<file path="src/rtl/bp_pkg.sv">
// -----------------------------------------------------------------------------
// bp_pkg
// Shared branch-prediction definitions. The branch resolve block and the
// predictor both use them.
//   PC_W          : default PC width in bits
//   CNT_W         : default width of each statistics counter
//   trk_ctl_e     : per-cycle action for one pipeline tracking register
//   track_entry_t : field layout of one tracking entry {valid, pc, bp_taken,
//                   bp_target}, as the predictor sees it
// -----------------------------------------------------------------------------
package bp_pkg;

    localparam int PC_W  = 5;
    localparam int CNT_W = 8;

    // LOAD : take the upstream entry
    // HOLD : keep the current entry (stalled stage)
    // KILL : clear valid and keep the other fields (bubble or flush)
    typedef enum logic [1:0] {
        TRK_LOAD = 2'd0,
        TRK_HOLD = 2'd1,
        TRK_KILL = 2'd2
    } trk_ctl_e;

    typedef struct packed {
        logic            valid;
        logic [PC_W-1:0] pc;
        logic            bp_taken;
        logic [PC_W-1:0] bp_target;
    } track_entry_t;

endpackage

</file>
<file path="src/rtl/branch_resolve_if.sv">
// -----------------------------------------------------------------------------
// branch_resolve_if
// Bundles the fetch-side, stall, execute-side, redirect, predictor-update and
// statistics signals of the branch resolve block.
//   master : pipeline side. It drives F_*, stall and EX_* and observes the
//            results.
//   slave  : branch_resolve. It consumes F_*, stall and EX_*, and produces
//            EX_pc, mispredict, redirect_pc, flush, upd_* and the counters.
// -----------------------------------------------------------------------------
interface branch_resolve_if #(
    parameter int PC_W  = bp_pkg::PC_W,
    parameter int CNT_W = bp_pkg::CNT_W
);
    // Fetch stage
    logic             F_valid;
    logic [PC_W-1:0]  F_pc;
    logic             F_BP_taken;
    logic [PC_W-1:0]  F_BP_target_pc;
    // Hazard stall
    logic             stall;
    // Execute stage resolution
    logic             EX_brn;
    logic             EX_true_taken;
    logic [PC_W-1:0]  EX_alu_out;
    // Results
    logic [PC_W-1:0]  EX_pc;
    logic             mispredict;
    logic [PC_W-1:0]  redirect_pc;
    logic             flush;
    logic             upd_valid;
    logic [PC_W-1:0]  upd_pc;
    logic [PC_W-1:0]  upd_target;
    logic             upd_taken;
    logic [CNT_W-1:0] br_count;
    logic [CNT_W-1:0] mp_count;

    modport master (
        output F_valid, F_pc, F_BP_taken, F_BP_target_pc, stall,
               EX_brn, EX_true_taken, EX_alu_out,
        input  EX_pc, mispredict, redirect_pc, flush,
               upd_valid, upd_pc, upd_target, upd_taken,
               br_count, mp_count
    );

    modport slave (
        input  F_valid, F_pc, F_BP_taken, F_BP_target_pc, stall,
               EX_brn, EX_true_taken, EX_alu_out,
        output EX_pc, mispredict, redirect_pc, flush,
               upd_valid, upd_pc, upd_target, upd_taken,
               br_count, mp_count
    );

endinterface

</file>
<file path="src/rtl/bp_track_reg.sv">
// -----------------------------------------------------------------------------
// bp_track_reg
// One pipeline tracking register holding {valid, pc, bp_taken, bp_target}.
// The top module instantiates it twice, once for D and once for E.
//   clk, rst          : clock and synchronous active-high reset (clears all)
//   ctl               : LOAD / HOLD / KILL for this edge
//   in_*              : upstream entry, taken on LOAD
//   q_*               : current entry
// -----------------------------------------------------------------------------
module bp_track_reg #(
    parameter int PC_W = bp_pkg::PC_W
) (
    input  logic              clk,
    input  logic              rst,
    input  bp_pkg::trk_ctl_e  ctl,
    input  logic              in_valid,
    input  logic [PC_W-1:0]   in_pc,
    input  logic              in_bp_taken,
    input  logic [PC_W-1:0]   in_bp_target,
    output logic              q_valid,
    output logic [PC_W-1:0]   q_pc,
    output logic              q_bp_taken,
    output logic [PC_W-1:0]   q_bp_target
);
    import bp_pkg::*;

    // NOTE: state registers use non-blocking assignments so that every
    // register samples its pre-edge inputs, whatever the order of the blocks.
    always_ff @(posedge clk) begin
        if (rst) begin
            q_valid     <= 1'b0;
            q_pc        <= '0;
            q_bp_taken  <= 1'b0;
            q_bp_target <= '0;
        end else begin
            case (ctl)
                TRK_LOAD: begin
                    q_valid     <= in_valid;
                    q_pc        <= in_pc;
                    q_bp_taken  <= in_bp_taken;
                    q_bp_target <= in_bp_target;
                end
                TRK_KILL: q_valid <= 1'b0;
                default:  ;  // TRK_HOLD keeps the current entry
            endcase
        end
    end

endmodule

</file>
<file path="src/rtl/branch_resolve.sv">
// -----------------------------------------------------------------------------
// branch_resolve
// Tracks the prediction made for each fetched instruction through D and E.
// When the instruction reaches EX, the block compares that prediction with
// the resolved outcome. On a wrong prediction it redirects fetch and flushes
// the younger stages. It also updates the predictor and counts resolved
// branches and mispredictions.
//   clk, rst : clock and synchronous active-high reset
//   bus      : branch_resolve_if.slave
//              inputs  F_valid/F_pc/F_BP_taken/F_BP_target_pc, stall,
//                      EX_brn/EX_true_taken/EX_alu_out
//              outputs EX_pc, mispredict, redirect_pc, flush,
//                      upd_valid/upd_pc/upd_target/upd_taken,
//                      br_count, mp_count (saturating)
// -----------------------------------------------------------------------------
module branch_resolve #(
    parameter int PC_W  = bp_pkg::PC_W,
    parameter int CNT_W = bp_pkg::CNT_W
) (
    input  logic            clk,
    input  logic            rst,
    branch_resolve_if.slave bus
);
    import bp_pkg::*;

    logic            d_valid, e_valid;
    logic [PC_W-1:0] d_pc, e_pc;
    logic            d_bp_taken, e_bp_taken;
    logic [PC_W-1:0] d_bp_target, e_bp_target;

    trk_ctl_e        d_ctl, e_ctl;

    logic            br_wrong;
    logic            stale_entry;
    logic            mp;
    logic [PC_W-1:0] seq_pc;
    logic [PC_W-1:0] redirect_pc;
    logic [CNT_W-1:0] br_count, mp_count;

    // ---------------------------------------------------------------- tracking
    // Flush wins over stall. A stall holds D and injects a bubble into E.
    // NOTE: every signal assigned in always_comb gets a default first, so no
    // path leaves it unassigned and no latch is inferred.
    always_comb begin
        d_ctl = TRK_LOAD;
        e_ctl = TRK_LOAD;
        if (mp) begin
            d_ctl = TRK_KILL;
            e_ctl = TRK_KILL;
        end else if (bus.stall) begin
            d_ctl = TRK_HOLD;
            e_ctl = TRK_KILL;
        end
    end

    bp_track_reg #(.PC_W(PC_W)) u_d_reg (
        .clk          (clk),
        .rst          (rst),
        .ctl          (d_ctl),
        .in_valid     (bus.F_valid),
        .in_pc        (bus.F_pc),
        .in_bp_taken  (bus.F_BP_taken),
        .in_bp_target (bus.F_BP_target_pc),
        .q_valid      (d_valid),
        .q_pc         (d_pc),
        .q_bp_taken   (d_bp_taken),
        .q_bp_target  (d_bp_target)
    );

    bp_track_reg #(.PC_W(PC_W)) u_e_reg (
        .clk          (clk),
        .rst          (rst),
        .ctl          (e_ctl),
        .in_valid     (d_valid),
        .in_pc        (d_pc),
        .in_bp_taken  (d_bp_taken),
        .in_bp_target (d_bp_target),
        .q_valid      (e_valid),
        .q_pc         (e_pc),
        .q_bp_taken   (e_bp_taken),
        .q_bp_target  (e_bp_target)
    );

    // ----------------------------------------------------------------- compare
    // A real branch is wrong if the direction is wrong, or if it was taken to
    // a different target. A non-branch that was predicted taken is a stale
    // predictor entry, and fetch already went down the wrong path.
    assign br_wrong    = e_valid & bus.EX_brn &
                         ((e_bp_taken != bus.EX_true_taken) |
                          (bus.EX_true_taken & (e_bp_target != bus.EX_alu_out)));
    assign stale_entry = e_valid & ~bus.EX_brn & e_bp_taken;
    assign mp          = br_wrong | stale_entry;

    // The sequential successor wraps at PC_W bits.
    assign seq_pc = e_pc + PC_W'(1);

    always_comb begin
        redirect_pc = '0;
        if (mp) begin
            redirect_pc = (bus.EX_brn & bus.EX_true_taken) ? bus.EX_alu_out : seq_pc;
        end
    end

    // ---------------------------------------------------------------- counters
    always_ff @(posedge clk) begin
        if (rst) begin
            br_count <= '0;
            mp_count <= '0;
        end else begin
            if (bus.upd_valid && (br_count != '1)) br_count <= br_count + CNT_W'(1);
            if (mp && (mp_count != '1))            mp_count <= mp_count + CNT_W'(1);
        end
    end

    // ----------------------------------------------------------------- outputs
    assign bus.EX_pc       = e_pc;
    assign bus.mispredict  = mp;
    assign bus.flush       = mp;
    assign bus.redirect_pc = redirect_pc;
    assign bus.upd_valid   = e_valid & bus.EX_brn;
    assign bus.upd_pc      = e_pc;
    assign bus.upd_target  = bus.EX_alu_out;
    assign bus.upd_taken   = bus.EX_true_taken;
    assign bus.br_count    = br_count;
    assign bus.mp_count    = mp_count;

endmodule

</file>
<file path="src/flat_wrapper.sv">
// flat-port wrapper written by rule: the top's interface ports become plain ports
module branch_resolve_flat import bp_pkg::*;
#(
    parameter int PC_W  = bp_pkg::PC_W,
    parameter int CNT_W = bp_pkg::CNT_W
)
  (clk, rst, bus_F_valid, bus_F_pc, bus_F_BP_taken, bus_F_BP_target_pc, bus_stall, bus_EX_brn, bus_EX_true_taken, bus_EX_alu_out, bus_EX_pc, bus_mispredict, bus_redirect_pc, bus_flush, bus_upd_valid, bus_upd_pc, bus_upd_target, bus_upd_taken, bus_br_count, bus_mp_count);
  branch_resolve_if #(.PC_W(PC_W), .CNT_W(CNT_W)) bus_i ();
  input  logic clk;
  input  logic rst;
  input wire logic [$bits(bus_i.F_valid)-1:0] bus_F_valid;
  input wire logic [$bits(bus_i.F_pc)-1:0] bus_F_pc;
  input wire logic [$bits(bus_i.F_BP_taken)-1:0] bus_F_BP_taken;
  input wire logic [$bits(bus_i.F_BP_target_pc)-1:0] bus_F_BP_target_pc;
  input wire logic [$bits(bus_i.stall)-1:0] bus_stall;
  input wire logic [$bits(bus_i.EX_brn)-1:0] bus_EX_brn;
  input wire logic [$bits(bus_i.EX_true_taken)-1:0] bus_EX_true_taken;
  input wire logic [$bits(bus_i.EX_alu_out)-1:0] bus_EX_alu_out;
  output wire logic [$bits(bus_i.EX_pc)-1:0] bus_EX_pc;
  output wire logic [$bits(bus_i.mispredict)-1:0] bus_mispredict;
  output wire logic [$bits(bus_i.redirect_pc)-1:0] bus_redirect_pc;
  output wire logic [$bits(bus_i.flush)-1:0] bus_flush;
  output wire logic [$bits(bus_i.upd_valid)-1:0] bus_upd_valid;
  output wire logic [$bits(bus_i.upd_pc)-1:0] bus_upd_pc;
  output wire logic [$bits(bus_i.upd_target)-1:0] bus_upd_target;
  output wire logic [$bits(bus_i.upd_taken)-1:0] bus_upd_taken;
  output wire logic [$bits(bus_i.br_count)-1:0] bus_br_count;
  output wire logic [$bits(bus_i.mp_count)-1:0] bus_mp_count;
  assign bus_i.F_valid = bus_F_valid;
  assign bus_i.F_pc = bus_F_pc;
  assign bus_i.F_BP_taken = bus_F_BP_taken;
  assign bus_i.F_BP_target_pc = bus_F_BP_target_pc;
  assign bus_i.stall = bus_stall;
  assign bus_i.EX_brn = bus_EX_brn;
  assign bus_i.EX_true_taken = bus_EX_true_taken;
  assign bus_i.EX_alu_out = bus_EX_alu_out;
  assign bus_EX_pc = bus_i.EX_pc;
  assign bus_mispredict = bus_i.mispredict;
  assign bus_redirect_pc = bus_i.redirect_pc;
  assign bus_flush = bus_i.flush;
  assign bus_upd_valid = bus_i.upd_valid;
  assign bus_upd_pc = bus_i.upd_pc;
  assign bus_upd_target = bus_i.upd_target;
  assign bus_upd_taken = bus_i.upd_taken;
  assign bus_br_count = bus_i.br_count;
  assign bus_mp_count = bus_i.mp_count;
  branch_resolve #(.PC_W(PC_W), .CNT_W(CNT_W)) u_core (.clk(clk), .rst(rst), .bus(bus_i));
endmodule
</file>
<file path="config.mk">
export PLATFORM = sky130hd
export DESIGN_NAME = branch_resolve_flat
export DESIGN_NICKNAME = d
export VERILOG_FILES = /design/src/rtl/bp_pkg.sv /design/src/rtl/branch_resolve_if.sv /design/src/rtl/bp_track_reg.sv /design/src/rtl/branch_resolve.sv /design/src/flat_wrapper.sv
export SDC_FILE = /design/constraint.sdc
export NUM_CORES = 1
export LEC_CHECK = 0
export CORE_MARGIN = 2
export CORE_UTILIZATION = 42
export DETAILED_ROUTE_END_ITERATION = 10
export PLACE_DENSITY = 0.79
export SETUP_SLACK_MARGIN = 0.02
export SYNTH_ARGS = -nofsm -noshare
export SYNTH_HDL_FRONTEND = slang
export SYNTH_SLANG_ARGS = --single-unit
</file>
<file path="constraint.sdc">
create_clock -name clk -period 2 [get_ports clk]
set_clock_uncertainty 0.2 [all_clocks]
set_input_delay 0.2 -clock clk [delete_from_list [all_inputs] [get_ports clk]]
set_output_delay 0.2 -clock clk [all_outputs]
set_load 0.02 [all_outputs]
</file>
==> summary by stage, run 1 <==
Final layout
The filler cell count in the final layout is 322. Relative to the synthesized area, the layout overhead comes to 56.9%. The utilization after layout is 69.9%.

The net count of the finished layout is 320. 0 antenna diodes ended up in the layout. Summing all multi-input logic gate instances after layout gives 1170 µm². The flip-flop and latch area is 812 µm². The fraction of final layout cells sized beyond drive strength 1 is 29.4%. The final instance area is 3110 µm².

The library cell used most frequently in the layout, excluding fill and tap cells, is sky130_fd_sc_hd__clkdlybuf4s50_1. In the layout the commonest cells are 47 x sky130_fd_sc_hd__clkdlybuf4s50_1, 42 x sky130_fd_sc_hd__nor2_1, 33 x sky130_fd_sc_hd__dfxtp_1.

Setup path
The slowest stage of the critical path belongs to the cell sky130_fd_sc_hd__dfxtp_2. The critical path is of the flip-flop to output port type. Walking the worst path, the cells encountered are xor2_2 -> nor4_4 -> a21boi_4 -> nor2_4 -> buf_6 -> a211oi_1 -> buf_2. The worst-path maximum fanout is 4. The largest single stage delay on the critical path is 0.35 ns.

The count of buffering cells on the critical path with inverters included is 2. The type of origin of the critical path is a flip-flop. The startpoint identified for the worst register-to-register timing path is u_core.u_e_reg.q_bp_taken. The worst register-to-register path ends at u_core.u_d_reg.q_pc[0].

The data arrival time at the worst-slack endpoint is 1.73 ns. In this design, the largest share of critical-path delay is due to simple AND/OR/NAND/NOR gates. Data on the critical path is required at its endpoint by 1.60 ns. The kind of end point of the critical path is an output port. The setup slack of the most critical reg-to-reg path is -0.02 ns.

For the worst flop-to-flop path, the logic depth is 8.

Run
The max-cap check violation count is 0.

Global routing
For this run, the total global-route usage over all layers was measured as 18.0%. For this run, global-route usage on met2 was measured as 29.8%. The maximum number of pins on one net before global-route repair is 23. The number of antenna violations at the first check in global routing was 0. The wire length of the first global-routing pass is 7.31 mm.

For this run, global-route usage on met3 was measured as 3.87%. The global routing stage identified its most utilized layer as met2. The number of global-route vias before repair was 1586. For this run, global-route usage on met1 was measured as 22.3%.

The total overflow left after global routing is 0.

Die
The boundary pin count is 62. The die covers 5280 µm². The core region is 4440 µm². The y dimension of the die is 72.7 µm.

The die is 72.7 µm wide. The floorplan has 24 rows. Once the floorplan was initialized, standard cells occupied 44.5% of the core.

Placed design
The standard cell area after detailed placement is 2740 µm². The total of buffers placed on input and output ports is 61. The congestion estimate from routability-driven global placement came to 0.831. The HPWL after detailed placement is 3.20 mm.

Synthesis
The net count of the mapped netlist is 233. The count of yosys warnings during synthesis is 0. The synthesized netlist occupies a cell area of 1980 µm². The gate count of the mapped netlist is 208. The number of distinct library cells after synthesis is 38. After synthesis, the largest area contributor takes up 40.5% of total cell area. Ranked by total cell area, the synthesized netlist is headed by sky130_fd_sc_hd__dfxtp_1 40%, sky130_fd_sc_hd__mux2i_1 13%, sky130_fd_sc_hd__nor2_1 8.3%. Sequential cells were found to cover 40.5% of the synthesized design area.

The cell accounting for the most synthesized area is sky130_fd_sc_hd__dfxtp_1. The mean instance size in the synthesized netlist is 9.52 µm². Counting flops and latches in the post-synthesis netlist gives 40.

Clocking
The number of clock sinks seen by CTS is 40. The number of hold buffers added after CTS was 0. For the worst-skew pair, the clock arrives at the later sink with an insertion delay of 0.30 ns. The clock-pin slew of the registers on the worst-case setup and hold paths is 0.08 ns. The maximum buffer depth of the clock tree is 2. The clock tree synthesis step divided the H-tree into 2 levels. The cell sitting at the root of the clock tree is a sky130_fd_sc_hd__clkbuf_8.

The number of CTS-inserted buffers is 5. The clock tree from TritonCTS is built.

Power and ir drop
Of the total power, registers draw 50.2%. The cell internal power dissipation is 1.22 mW. The fraction of power spent switching nets is 27.1%. The clock network is responsible for 33.0% of the overall power.

VDD sags by at most 0.000411 V. The power share of the combinational group is 16.8%. The power per standard cell area is 538 nW/µm². The switching power is 0.452 mW. The leakage power is 1.31 nW.

Detailed routing
After detailed routing, the average wire length per cell comes to 14.9 µm. The iteration count of the initial detailed-routing pass is 4. The total wire length is 5.17 mm.

The initial detailed-routing violation count is 123. The vias after detailed routing is 1777. In the routed layout, each cell is associated on average with a via count of 5.11. The remaining number of nets flagged by the antenna check after routing is 0. The post-detailed-route DRC marker count is 0.

STA
The worst-case hold slack is 0.297 ns. Setup violations remaining at the end of the flow were counted as 13. Setup slack on the critical path of the routed design comes to -0.130 ns.

The number of max-slew violations in the final report is 0. The smallest clock period supported by the final layout is computed as 2.13 ns. The tightest slew margin relative to the limit is 67.2%. At the pin with the least slew margin, the transition time is 0.490 ns. Setup repair after global routing could not meet its margin everywhere. The final critical-path share of the clock period is 107%.

The maximum clock frequency is 469 MHz. The final number of hold-violating endpoints is 0.

Hold path
The origin of the worst min-delay path is u_core.u_d_reg.q_pc[4]. The worst hold path cell count is 2. The path class of the tightest hold or removal check is flip-flop to flip-flop.

The end point of the worst hold path is u_core.u_e_reg.q_pc[4].

Run status
The run finished, with violations left. The final reports fail on setup timing.
[registers in the layout, summed over array words and instances (netlist names)]
| name | flops |
|---|---|
| u_core.u_d_reg.q_pc | 5 |
| u_core.u_e_reg.q_valid | 1 |
| u_core.bus.mp_count | 8 |
| u_core.u_d_reg.q_valid | 1 |
| u_core.u_d_reg.q_bp_taken | 1 |
| u_core.bus.br_count | 8 |
| u_core.u_d_reg.q_bp_target | 5 |
| u_core.u_e_reg.q_pc | 5 |
| u_core.u_e_reg.q_bp_taken | 1 |
| u_core.u_e_reg.q_bp_target | 5 |
[cells by family (layout without fill, tap and decap cells)]
| family | count (synthesis) | in the layout | share of synthesized area (%) |
|---|---|---|---|
| AO/OA/AOI/OAI | 17 | 17 | 7.14 |
| multiplexers | 28 | 28 | 14.3 |
| adder cells (fa/ha/maj) | 3 | 3 | 1.90 |
| flip-flops | 40 | 40 | 40.5 |
| XOR/XNOR | 17 | 17 | 7.52 |
| AND/OR/NAND/NOR | 79 | 79 | 20.7 |
| buffers and inverters | 24 | 112 | 7.96 |
[final cells by class]
| cell class | instances | share of cell area [%] |
|---|---|---|
| multi-input combinational | 144 | 37.7 |
| sequential | 40 | 26.1 |
| clock buffer | 5 | 2.22 |
| tap | 52 | 2.10 |
| inverter | 5 | 0.604 |
| timing repair buffer | 99 | 30.5 |
| clock inverter | 3 | 0.766 |
[power groups by stage]
stage	combinational, mW	clock (mW)	sequential, mW
CTS	0.250	0.560	0.836
global placement	0.228	0	0.853
finish	0.281	0.550	0.838
global route	0.298	0.598	0.840
detailed placement	0.232	0	0.853
floorplan	0.120	0	0.856
[stage by stage]
stage | setup slack (ns) | setup TNS, ns | instances | power [mW]
floorplan | -0.0205 | -0.0859 | 208 | 0.975
global placement | -0.678 | -12.50 | 330 | 1.08
detailed placement | -0.726 | -13.40 | 330 | 1.08
CTS | -0.122 | -0.744 | 346 | 1.65
global route | -0.201 | -2.06 | 348 | 1.74
finish | -0.130 | -0.820 | 348 | 1.67
[synthesized netlist by cell type]
master	number
sky130_fd_sc_hd__nand3b_1	1
sky130_fd_sc_hd__a21oi_4	1
sky130_fd_sc_hd__ha_1	3
sky130_fd_sc_hd__buf_1	1
sky130_fd_sc_hd__a311oi_1	1
sky130_fd_sc_hd__buf_4	12
sky130_fd_sc_hd__and3b_1	1
sky130_fd_sc_hd__a31o_2	1
sky130_fd_sc_hd__nand4_1	3
sky130_fd_sc_hd__clkbuf_1	3
sky130_fd_sc_hd__a21oi_2	1
sky130_fd_sc_hd__nand2_1	6
sky130_fd_sc_hd__nor4_4	2
sky130_fd_sc_hd__a21bo_2	1
sky130_fd_sc_hd__nor2_1	44
sky130_fd_sc_hd__o211a_1	1
sky130_fd_sc_hd__o2bb2ai_1	1
sky130_fd_sc_hd__and4_1	3
sky130_fd_sc_hd__nand2b_1	1
sky130_fd_sc_hd__nor3b_2	1
sky130_fd_sc_hd__and2_1	2
sky130_fd_sc_hd__nor4_1	1
sky130_fd_sc_hd__a21boi_0	1
sky130_fd_sc_hd__mux2_2	3
sky130_fd_sc_hd__nor3_2	1
sky130_fd_sc_hd__nor3_1	3
sky130_fd_sc_hd__and3_1	1
sky130_fd_sc_hd__nand3_1	6
sky130_fd_sc_hd__mux2i_1	25
sky130_fd_sc_hd__xor2_1	9
sky130_fd_sc_hd__a21oi_1	3
sky130_fd_sc_hd__dfxtp_1	40
sky130_fd_sc_hd__nor2b_1	3
sky130_fd_sc_hd__a41o_1	1
sky130_fd_sc_hd__a211oi_1	5
sky130_fd_sc_hd__inv_1	5
sky130_fd_sc_hd__buf_6	3
sky130_fd_sc_hd__xnor2_1	8
[how the worst max path moves through the flow]
stage                                        from                  to  slack [ns]  cells past startpoint
floorplan           u_core.u_e_reg.q_bp_target[3]      bus_mispredict       -0.02                      6
global placement                bus_EX_alu_out[3]  bus_redirect_pc[4]       -0.68                      7
detailed placement              bus_EX_alu_out[3]  bus_redirect_pc[0]       -0.73                      7
CTS                 u_core.u_e_reg.q_bp_target[3]  bus_redirect_pc[3]       -0.12                      7
global route        u_core.u_e_reg.q_bp_target[3]  bus_redirect_pc[3]       -0.20                      7
finish              u_core.u_e_reg.q_bp_target[3]  bus_redirect_pc[3]       -0.13                      7
[tightest hold or removal path, stage by stage, from the launching register on]
cell	delay [ns]
sky130_fd_sc_hd__dfxtp_1	0.33
sky130_fd_sc_hd__mux2i_1	0.06
sky130_fd_sc_hd__nor2_1	0.07
[metal layers]
| layer | routed length [µm] | vias up | share of wire (%) |
|---|---|---|---|
| li1 | - | 870 | - |
| met1 | 2190 | 836 | 42 |
| met2 | 2570 | 61 | 50 |
| met3 | 263 | 10 | 5.1 |
| met4 | 153 | 0 | 3.0 |
| met5 | 0 | - | 0 |
[timing repair]
action,CTS,global route
setup buffers,9,3
pin swaps,10,8
setup endpoints to repair,12,34
cloned,0,3
gates resized for setup,61,22
(Power assumes the default switching activity.)
==> inputs of run 2 (changes only) <==
Settings changed: CORE_ASPECT_RATIO from default to 1.2.
==> summary by stage, run 2 (same netlist as run 1, synthesis figures left out) <==
Run status
The flow ran to the end, but the final reports show violations. The final reports fail on setup timing.

STA
The tightest slew margin relative to the limit is 71.4% (+4.2 points). The final critical-path share of the clock period is 110% (+3.8 points). The worst setup margin was -0.205 ns (-0.0751 ns). The total negative slack is -1.16 ns (-0.340 ns). The final number of hold-violating endpoints was 0 (unchanged). The final count of negative-setup-slack endpoints is 13 (unchanged). The clock period minus worst slack came to 2.21 ns (+0.0751 ns). The number of max-slew violations in the final report is 0 (unchanged). The maximum clock frequency is 453 MHz (-3.4%). Setup repair after global routing could not meet its margin everywhere. The measured slew at the worst slew-check pin is 0.428 ns (-0.0625 ns). The worst-case hold slack was 0.293 ns (-0.00404 ns).

Setup path
STA classifies the critical path startpoint as an input port. The worst-path maximum fanout came to 6 (+2). The type of the worst setup path is input port to output port. The worst setup path is captured at an output port. The endpoint required time on the critical path is 1.60 ns (about the same). The data arrival time at the worst-slack endpoint is 1.81 ns (+0.08 ns).

Final layout
The leading cell type in the layout, fill and taps excluded is sky130_fd_sc_hd__clkdlybuf4s50_1. In the layout the commonest cells are 47 x sky130_fd_sc_hd__clkdlybuf4s50_1, 44 x sky130_fd_sc_hd__nor2_1, 34 x sky130_fd_sc_hd__buf_4, 34 x sky130_fd_sc_hd__dfxtp_1, 24 x sky130_fd_sc_hd__mux2i_1. The flip-flop and latch area came to 811 µm² (-0.15%). The filler cell count in the final layout is 358 (+11%). The number of antenna cells inserted came to 0 (unchanged). The utilization after layout is 69.7% (-0.19 points). The net count of the finished layout is 325 (+1.6%).

The multi-input gate area in the final layout is 1110 µm² (-4.7%). The final instance area is 3180 µm² (+2.3%). The fraction of final layout cells sized beyond drive strength 1 is 28.9% (-0.49 points). The largest registers in the layout are u_core.bus.br_count: 8 flops, u_core.bus.mp_count: 8 flops. The non-filler instance count after layout was 359 (+3.2%).

From synthesis to final layout, the design area changed by 60.6%.

Placed design
The total of buffers placed on input and output ports is 61 (unchanged). The standard cell area after detailed placement is 2770 µm² (+1.1%). The placed cell count is 339 (+2.7%). The global placement routability congestion is 0.828 (-0.36%). The worst setup slack after placement came to -0.728 ns (-0.00144 ns).

The HPWL after detailed placement is 3.47 mm (+8.3%).

Power and ir drop
The power share of the combinational group came to 13.9% (-2.9 points). The proportion of power drawn by flip-flops and latches is 41.1% (-9.1 points). The power per standard cell area was 640 nW/µm² (+19%).

The fraction of power spent switching nets is 21.5% (-5.6 points). The cell internal power dissipation was 1.60 mW (+31%). The leakage power is 1.39 nW (+5.7%). The switching power came to 0.436 mW (-3.5%). The overall power is 2.03 mW (+22%). The largest voltage drop on the vdd net came to 0.000433 V (+5.3%). The clock network fraction of design power is 45.0% (+12 points).

Run
The max-cap check violation count is 0 (unchanged).

Global routing
The maximum number of pins on one net before global-route repair was 18 (-22%). The number of global-route vias before repair came to 1737 (+9.5%). The number of antenna violations at the first check in global routing is 0 (unchanged). The wire length of the first global-routing pass is 7.96 mm (+8.8%). The total congestion overflow after global routing is 0 (unchanged). The global router's overall resource usage came to 19.7% (+1.7 points).

Detailed routing
The total wire length was 5.28 mm (+2.0%). The iteration count of the initial detailed-routing pass came to 4 (unchanged). The post-detailed-route wirelength per cell came to 14.7 µm (-1.2%). The initial detailed-routing violation count is 67 (-46%). The post-detailed-route DRC marker count is 0 (unchanged).

The vias after detailed routing came to 1802 (+1.4%). The remaining number of nets flagged by the antenna check after routing is 0 (unchanged). The via-per-instance ratio is 5.02 (-1.7%).

Die
The die footprint is 5280 µm² (about the same). The y dimension of the die is 79.2 µm (+9.0%). The initial cell density of the core is 43.4% (-1.1 points). The number of placement rows is 27 (+13%). The boundary pin count came to 62 (unchanged). The placeable core region is 4560 µm² (+2.6%).

The horizontal die dimension is 66.7 µm (-8.2%).

Clocking
The depth of the CTS H-tree came to 2 (unchanged). The clock insertion delay at the later pin of the skew report is 0.30 ns (about the same). The maximum buffer depth of the clock tree was 2 (unchanged). The root cell of the clock tree is sky130_fd_sc_hd__clkbuf_8. The count of hold-fix buffers inserted at cts is 0 (unchanged). The number of clock sinks seen by CTS is 40 (unchanged). TritonCTS built the clock tree. The clock-pin slew of the registers on the worst-case setup and hold paths is 0.08 ns (about the same).

The number of CTS-inserted buffers is 5 (unchanged).

Hold path
The tightest min-delay check is of the flip-flop to flip-flop type.
[run 2: changes by cell type in the layout (fill, tap and decap cells not counted), sizes merged]
cell      previous run  this run
buf                 43        48
bufinv               0         3
clkinvlp             2         0
clkinv               1         0
[run 2: power by group through the flow]
stage	registers, mW	logic [mW]	clock network, mW
2_1_floorplan	0.856	0.120	0
6_report	0.836	0.282	0.916
4_1_cts	0.834	0.251	0.926
5_1_grt	0.839	0.300	0.963
3_3_place_gp	0.851	0.231	0
3_5_place_dp	0.853	0.236	0
[run 2: critical path, stage by stage]
cell and delay (ns):
sky130_fd_sc_hd__clkdlybuf4s50_1 0.51, sky130_fd_sc_hd__xor2_1 0.22, sky130_fd_sc_hd__nor2_1 0.08, sky130_fd_sc_hd__a21boi_2 0.18, sky130_fd_sc_hd__nor2_1 0.07, sky130_fd_sc_hd__buf_4 0.16
sky130_fd_sc_hd__a211oi_1 0.17, sky130_fd_sc_hd__buf_2 0.20
[run 2: cell type report]
type	count	share of cell area, %
multi-input combinational	144	35.1
inverter	5	0.591
clock buffer	5	2.17
clock inverter	3	2.83
timing repair buffer	104	31.5
sequential	40	25.5
tap	58	2.28
[run 2: path summary, 6_finish.rpt]
path                           from                endpoint  slack (ns)  cells past startpoint
max               bus_EX_alu_out[0]      bus_redirect_pc[3]       -0.21                      8
min          u_core.u_d_reg.q_valid  u_core.u_e_reg.q_valid        0.29                      1
max reg2reg  u_core.u_e_reg.q_valid  u_core.u_e_reg.q_pc[0]       -0.02                      9
min reg2reg  u_core.u_d_reg.q_valid  u_core.u_e_reg.q_valid        0.29                      1
[run 2: routing by layer]
layer  wire [µm]  share of wire [%]  vias up  GRT usage (%)
met3         175                3.3        5           3.82
met4          70                1.3        0           6.73
met2        2860                 54       37           36.4
met1        2170                 41      880           22.0
met5           0                  0        -              0
li1            -                  -      880              -
[run 2: repair_timing]
action                                  in CTS  in global routing
cloned                                       1                  2
setup buffers                                5                  8
pin swaps                                    8                  6
resized for setup                           55                 20
endpoints found under the setup margin      17                 30
